File: src/rtl/squeeze_output_streamer.sv
// ============================================================================
//  Module      : squeeze_output_streamer
//  Description : Squeeze-side streamer for the SHAKE core. Emits the rate part
//                of the Keccak state as W-bit words, masking the final partial
//                word and requesting further permutations as needed.
//                Optional feature macro: OUT_BYTE_KEEP_EN (adds keep_o).
//  Revision    : 1.0 - initial release
// ============================================================================
`default_nettype none

module squeeze_output_streamer #(
    parameter int W              = 64,
    parameter int LEN_WIDTH      = 32,
    parameter int MAX_RATE_WORDS = 21
) (
    input  logic                          clk,
    input  logic                          rst,
    input  logic                          start_i,
    input  logic [LEN_WIDTH-1:0]          out_len_i,
    input  logic [10:0]                   block_size_i,
    input  logic [MAX_RATE_WORDS*W-1:0]   block_i,
    input  logic                          block_valid_i,
    output logic                          block_ready_o,
    output logic                          perm_req_o,
    output logic [W-1:0]                  data_o,
    output logic                          valid_o,
    input  logic                          ready_i,
    output logic                          last_o,
`ifdef OUT_BYTE_KEEP_EN
    output logic [W/8-1:0]                keep_o,
`endif
    output logic                          busy_o,
    output logic                          done_o
);

    localparam int c_rw_w = $clog2(MAX_RATE_WORDS + 1);
    localparam int c_sh_w = (W > 1) ? $clog2(W) : 1;
    localparam logic [LEN_WIDTH-1:0] c_w_len = LEN_WIDTH'(W);

    typedef enum logic [1:0] {
        S_IDLE     = 2'd0,
        S_WAIT_BLK = 2'd1,
        S_STREAM   = 2'd2
    } state_t;

    state_t                 r_state;
    logic [LEN_WIDTH-1:0]   r_remaining;
    logic [c_rw_w-1:0]      r_rate;
    logic [c_rw_w-1:0]      r_idx;
    logic [W-1:0]           r_blk [MAX_RATE_WORDS];
    logic                   r_block_ready;
    logic                   r_perm_req;
    logic                   r_valid;
    logic                   r_last;
    logic                   r_busy;
    logic                   r_done;

    logic [10:0]            w_bs_words;
    logic [c_rw_w-1:0]      w_rate;
    logic [W-1:0]           w_mask;
    logic                   w_capture;
    logic [LEN_WIDTH-1:0]   w_rem_next;

    // Rate in words, clamped to [1, MAX_RATE_WORDS].
    assign w_bs_words = block_size_i / 11'(W);
    assign w_rate     = (w_bs_words > 11'(MAX_RATE_WORDS)) ? c_rw_w'(MAX_RATE_WORDS) :
                        (w_bs_words == 11'd0)              ? c_rw_w'(1) :
                                                             w_bs_words[c_rw_w-1:0];

    assign w_capture  = (r_state == S_WAIT_BLK) && block_valid_i;
    assign w_rem_next = (r_remaining > c_w_len) ? (r_remaining - c_w_len) : '0;

    // Below one word remaining, only the low 'remaining' bits survive.
    assign w_mask = (r_remaining >= c_w_len) ? {W{1'b1}}
                                             : ~({W{1'b1}} << r_remaining[c_sh_w-1:0]);

    always_ff @(posedge clk) begin
        if (w_capture) begin
            for (int k = 0; k < MAX_RATE_WORDS; k++) begin
                r_blk[k] <= block_i[k*W +: W];
            end
        end
    end

    always_ff @(posedge clk) begin
        if (rst) begin
            r_state       <= S_IDLE;
            r_remaining   <= '0;
            r_rate        <= '0;
            r_idx         <= '0;
            r_block_ready <= 1'b0;
            r_perm_req    <= 1'b0;
            r_valid       <= 1'b0;
            r_last        <= 1'b0;
            r_busy        <= 1'b0;
            r_done        <= 1'b0;
        end else begin
            r_perm_req <= 1'b0;
            r_done     <= 1'b0;
            case (r_state)
                S_IDLE: begin
                    if (start_i) begin
                        if (out_len_i == '0) begin
                            r_done <= 1'b1;
                        end else begin
                            r_remaining   <= out_len_i;
                            r_rate        <= w_rate;
                            r_state       <= S_WAIT_BLK;
                            r_block_ready <= 1'b1;
                            r_busy        <= 1'b1;
                        end
                    end
                end
                S_WAIT_BLK: begin
                    if (block_valid_i) begin
                        r_idx         <= '0;
                        r_state       <= S_STREAM;
                        r_block_ready <= 1'b0;
                        r_valid       <= 1'b1;
                        r_last        <= (r_remaining <= c_w_len);
                    end
                end
                S_STREAM: begin
                    if (ready_i) begin
                        r_remaining <= w_rem_next;
                        if (r_last) begin
                            r_state <= S_IDLE;
                            r_valid <= 1'b0;
                            r_last  <= 1'b0;
                            r_busy  <= 1'b0;
                            r_done  <= 1'b1;
                        end else if (r_idx == r_rate - 1'b1) begin
                            // Rate block exhausted with output still owed.
                            r_state       <= S_WAIT_BLK;
                            r_valid       <= 1'b0;
                            r_block_ready <= 1'b1;
                            r_perm_req    <= 1'b1;
                        end else begin
                            r_idx  <= r_idx + 1'b1;
                            r_last <= (w_rem_next <= c_w_len);
                        end
                    end
                end
                default: begin
                    r_state <= S_IDLE;
                end
            endcase
        end
    end

    assign block_ready_o = r_block_ready;
    assign perm_req_o    = r_perm_req;
    assign valid_o       = r_valid;
    assign last_o        = r_last;
    assign busy_o        = r_busy;
    assign done_o        = r_done;
    assign data_o        = r_valid ? (r_blk[r_idx] & w_mask) : '0;

`ifdef OUT_BYTE_KEEP_EN
    // A byte is kept if any of its bits is still owed, so a partial byte counts.
    for (genvar b = 0; b < W/8; b++) begin : g_keep
        assign keep_o[b] = r_valid & (r_remaining > LEN_WIDTH'(b*8));
    end
`endif

endmodule

`default_nettype wire

File: config.mk
export PLATFORM = sky130hd
export DESIGN_NAME = squeeze_output_streamer
export DESIGN_NICKNAME = d
export VERILOG_FILES = /design/src/rtl/squeeze_output_streamer.sv
export SDC_FILE = /design/constraint.sdc
export NUM_CORES = 1
export LEC_CHECK = 0
export ABC_AREA = 1
export CAP_MARGIN = 0
export CORE_AREA = 2 2 573 575
export CTS_CLUSTER_SIZE = 12
export DETAILED_ROUTE_END_ITERATION = 16
export DIE_AREA = 0 0 575 577
export HOLD_SLACK_MARGIN = 0.08
export PLACE_DENSITY_LB_ADDON = 0.15
export SETUP_SLACK_MARGIN = 0.4
export SYNTH_ARGS = -nofsm -noshare
export SYNTH_HDL_FRONTEND = slang
export SYNTH_SLANG_ARGS = --single-unit
File: constraint.sdc
create_clock -name clk -period 90.7 [get_ports clk]
set_clock_uncertainty 0.2 [all_clocks]
set_input_delay 13.605 -clock clk [delete_from_list [all_inputs] [get_ports clk]]
set_output_delay 13.605 -clock clk [all_outputs]
set_load 0.01 [all_outputs]
==> run metrics <==
status finished, violations left; failing checks slew limit; worst hold path cell count 2; Worst EP required 76.90 ns; WHS Endpoint r_rate[4]$_SDFFE_PP0P_; Layout Nets 7,419; final wirelength 343,100 um; GRT Residual Overflow 0; Mapped Cells 4,586; Clock Root Buffer clkbuf_16; CTS tree done; Worst Path Max Fanout 58; final hold vios 0; Pre-Repair DR Iteration Count 6; drc violations 0; area leader, netlist edfxtp_1; Overall Power 1.797 mW; Cell Area, Placed 0.07652 mm^2; r2r endpoint r_blk[5][13]$_DFFE_PP_; Avg Vias per Cell 4.192; Global Route Usage Sum 0.1994; Layout fillers 34,610; setup bufs post-CTS 0; Critical-path top delay cell dfxtp_4; layout cell share with drive strength beyond 1 0.06529; largest net degree at the start of global routing 166; Async S/R FF share, synth 0; hpwl dp 266,100 um; latest clock arrival within the worst-skew pair 0.84 ns; via count 44,340; max-slew violation count 1; fmax 0.04821 GHz; PwrDens 21.86 mW/mm^2; RSZ-0062 raised after global routing false; Core Region 0.3258 mm^2; Final min period 20.74 ns; post-route clock period utilization 0.2287; top cell type's share of synthesized area 0.7101; distinct cell type count after synthesis 51; Final Non-Filler Cells 10,580; Inserted Clock Buffers 181; RePlAce Congestion 0.8428; post-cts gate resize count 0; initial antenna violation count 215; row count 210; I/O Buffers 1,455; io pins 1,462; Worst path most repeated cell buf_4; #FFs+latches synth 1,399; Mapped Nets 5,982; DP Worst Slack 70.53 ns; reg-to-reg setup timing slack 84.05 ns; worst hold path type reg -> reg; leakage power total 27.99 nW; post-route ant nets 0; DIE WIDTH 575 um; drt first-iter violations 3,083; Slew @ Worst Pin 1.611 ns; DR WL/cell 32.43 um; Hold Slack 0.2754 ns; ranking of synthesized cells by area edfxtp_1 (71%), nand2_1 (7.5%), a21oi_1 (5.2%), nand3_1 (2.4%), dfxtp_1 (1.9%); Setup crit start kind flip-flop; relative max-transition margin -0.07414; clock-pin slew on the worst setup and hold paths 0.06 ns; die height 577 um; Post-CTS Hold Buffers 0; worst reg2reg path startpoint r_state[0]$_SDFFE_PP0P_; total stage count of the critical path 14; fin util 0.2523; Crit Path Class reg -> out; clk buf depth 4; first-pass GRT wire length 440,800 um; H-Tree Depth 4; CP Buf/Inv Count 6; critical path's largest stage delay 0.75 ns; EDFF count, synth 1,344; vias in the first global route 44,970; Setup-failing EPs final 0; final worst slack 69.96 ns; CTS Sinks 1,399; layout overhead on the synthesized area 44.62%; Worst Setup End Kind output port; Design Area, Final 0.08219 mm^2; worst path arrival time 6.94 ns; Mean Syn Cell Area 12.39 um^2; cells along the critical path buf_4 > buf_4 > buf_4 > buf_4 > buf_4 > nand2_1 > nand2_1 > a21oi_1 > o311ai_1 > nand2_1 > nand2_1 > nand3_1 > a21oi_1 > clkdlybuf4s50_1; number of max-cap violations 0; Seq/Total Area, Yosys 0.7295; reg2reg path depth 9; Initial Utilization 0.1744; worst vdd ir 14.29 uV; die area 0.3318 mm^2; dpl cells 10,190; Top FF cell, synth edfxtp_1; Post-Synthesis Cell Area 0.05683 mm^2; min-delay src r_rate[4]$_SDFFE_PP0P_; total negative slack 0 ns; YS warnings 0; Crit path max-delay family buffers and inverters
## registers in the layout (all words and copies together), names as in the netlist, named ones only
register and flops:
busy_o 1, r_blk 1344, r_state 2, r_remaining 32
last_o 1, perm_req_o 1, r_rate 5, done_o 1
valid_o 1, r_idx 5, block_ready_o 1
## how the worst max path moves through the flow
stage / to / slack (ns)
after CTS: data_o[0] / 69.70
final: data_o[0] / 69.96
after floorplan: last_o$_SDFFE_PP0P_ / 49.05
after global placement: r_blk[0][16]$_DFFE_PP_ / 70.59
after detailed placement: r_blk[11][8]$_DFFE_PP_ / 70.53
after global routing: data_o[0] / 69.53
## cell usage in the layout (no fill, tap or decap), drive strengths merged, types with 4 or more instances in the layout
cell | synthesis | final
inv | 92 | 101
a32o | 46 | 46
nand2 | 1147 | 1147
bufinv | 0 | 8
a211o | 8 | 8
a221o | 38 | 38
o211ai | 32 | 32
dfxtp | 55 | 55
nor3 | 39 | 39
o21ai | 140 | 140
o31ai | 13 | 13
a31oi | 9 | 9
buf | 150 | 104
clkinv | 4 | 69
nor4 | 12 | 12
diode | 0 | 75
clkdlybuf4s50 | 0 | 1455
a221oi | 26 | 26
nand3 | 270 | 270
o311ai | 18 | 18
clkinvlp | 0 | 6
nor2 | 202 | 202
nand4 | 10 | 10
a32oi | 8 | 8
a22oi | 95 | 95
o22ai | 33 | 33
ha | 4 | 4
clkbuf | 155 | 229
edfxtp | 1344 | 1344
a21oi | 589 | 589
xor2 | 10 | 10
a211oi | 19 | 19
## layer usage
layer	vias to the layer above	global-route usage	share of wire	wire length [um]
met1	22060	0.2418	0.41	139800
met2	1732	0.3451	0.49	167400
met4	154	0.03945	0.020	6794
li1	19880	-	-	-
met3	518	0.06346	0.082	28140
met5	-	0	0.0028	956
## layout make-up
type,instances,area (um^2),share of cell area
Inverter,96,405.4,0.004932
Multi-Input combinational cell,2786,13760,0.1675
Tap cell,4346,5438,0.06616
Clock inverter,88,711.9,0.008662
Sequential cell,1399,41480,0.5047
Antenna cell,75,187.7,0.002283
Clock buffer,229,4772,0.05806
Timing Repair Buffer,1559,15430,0.1878
## cells in the mapped netlist, types with 9 or more instances
library cell and instances:
a31oi_1 9, a221o_1 38, o211ai_1 32, edfxtp_1 1344
inv_1 86, o22ai_1 33, nor3_2 20, a22oi_1 95
o21ai_0 139, nor2_1 191, dfxtp_1 55, nand4_1 10
buf_1 50, a21oi_1 588, nand2_1 1137, nor4_1 10
a211oi_1 19, nand3_1 270, buf_2 98, clkbuf_1 154
a221oi_1 26, o311ai_0 18, nor3_1 19, a32o_1 46
o31ai_1 13, xor2_1 10
## worst reg2reg max path, cell delays in order (launching register included)
cell and delay, ns:
dfxtp_1 0.39, inv_1 0.06, nor2_1 0.13, nand2_1 0.24, inv_8 0.62, buf_4 0.85
buf_4 0.97, buf_4 0.84, buf_12 0.58, buf_4 1.33
## cells by family (layout without fill, tap and decap cells)
logic type      Yosys count  after routing  synth area share
compound gates         1081           1081            0.1151
xor+xnor                 11             11          0.001695
other cells               0             75                 0
flops                  1399           1399            0.7295
buf+inv                 401           1972           0.02902
fa+ha+maj                 4              4         0.0008807
simple gates           1690           1690            0.1238
## where the power goes
group | total (mW) | internal, mW | switching [mW]
Sequential | 0.785 | 0.767 | 0.0183
Combinational | 0.319 | 0.109 | 0.209
Clock | 0.693 | 0.394 | 0.299
Total | 1.80 | 1.27 | 0.527
Note: power is estimated with default switching activity, not from simulation.
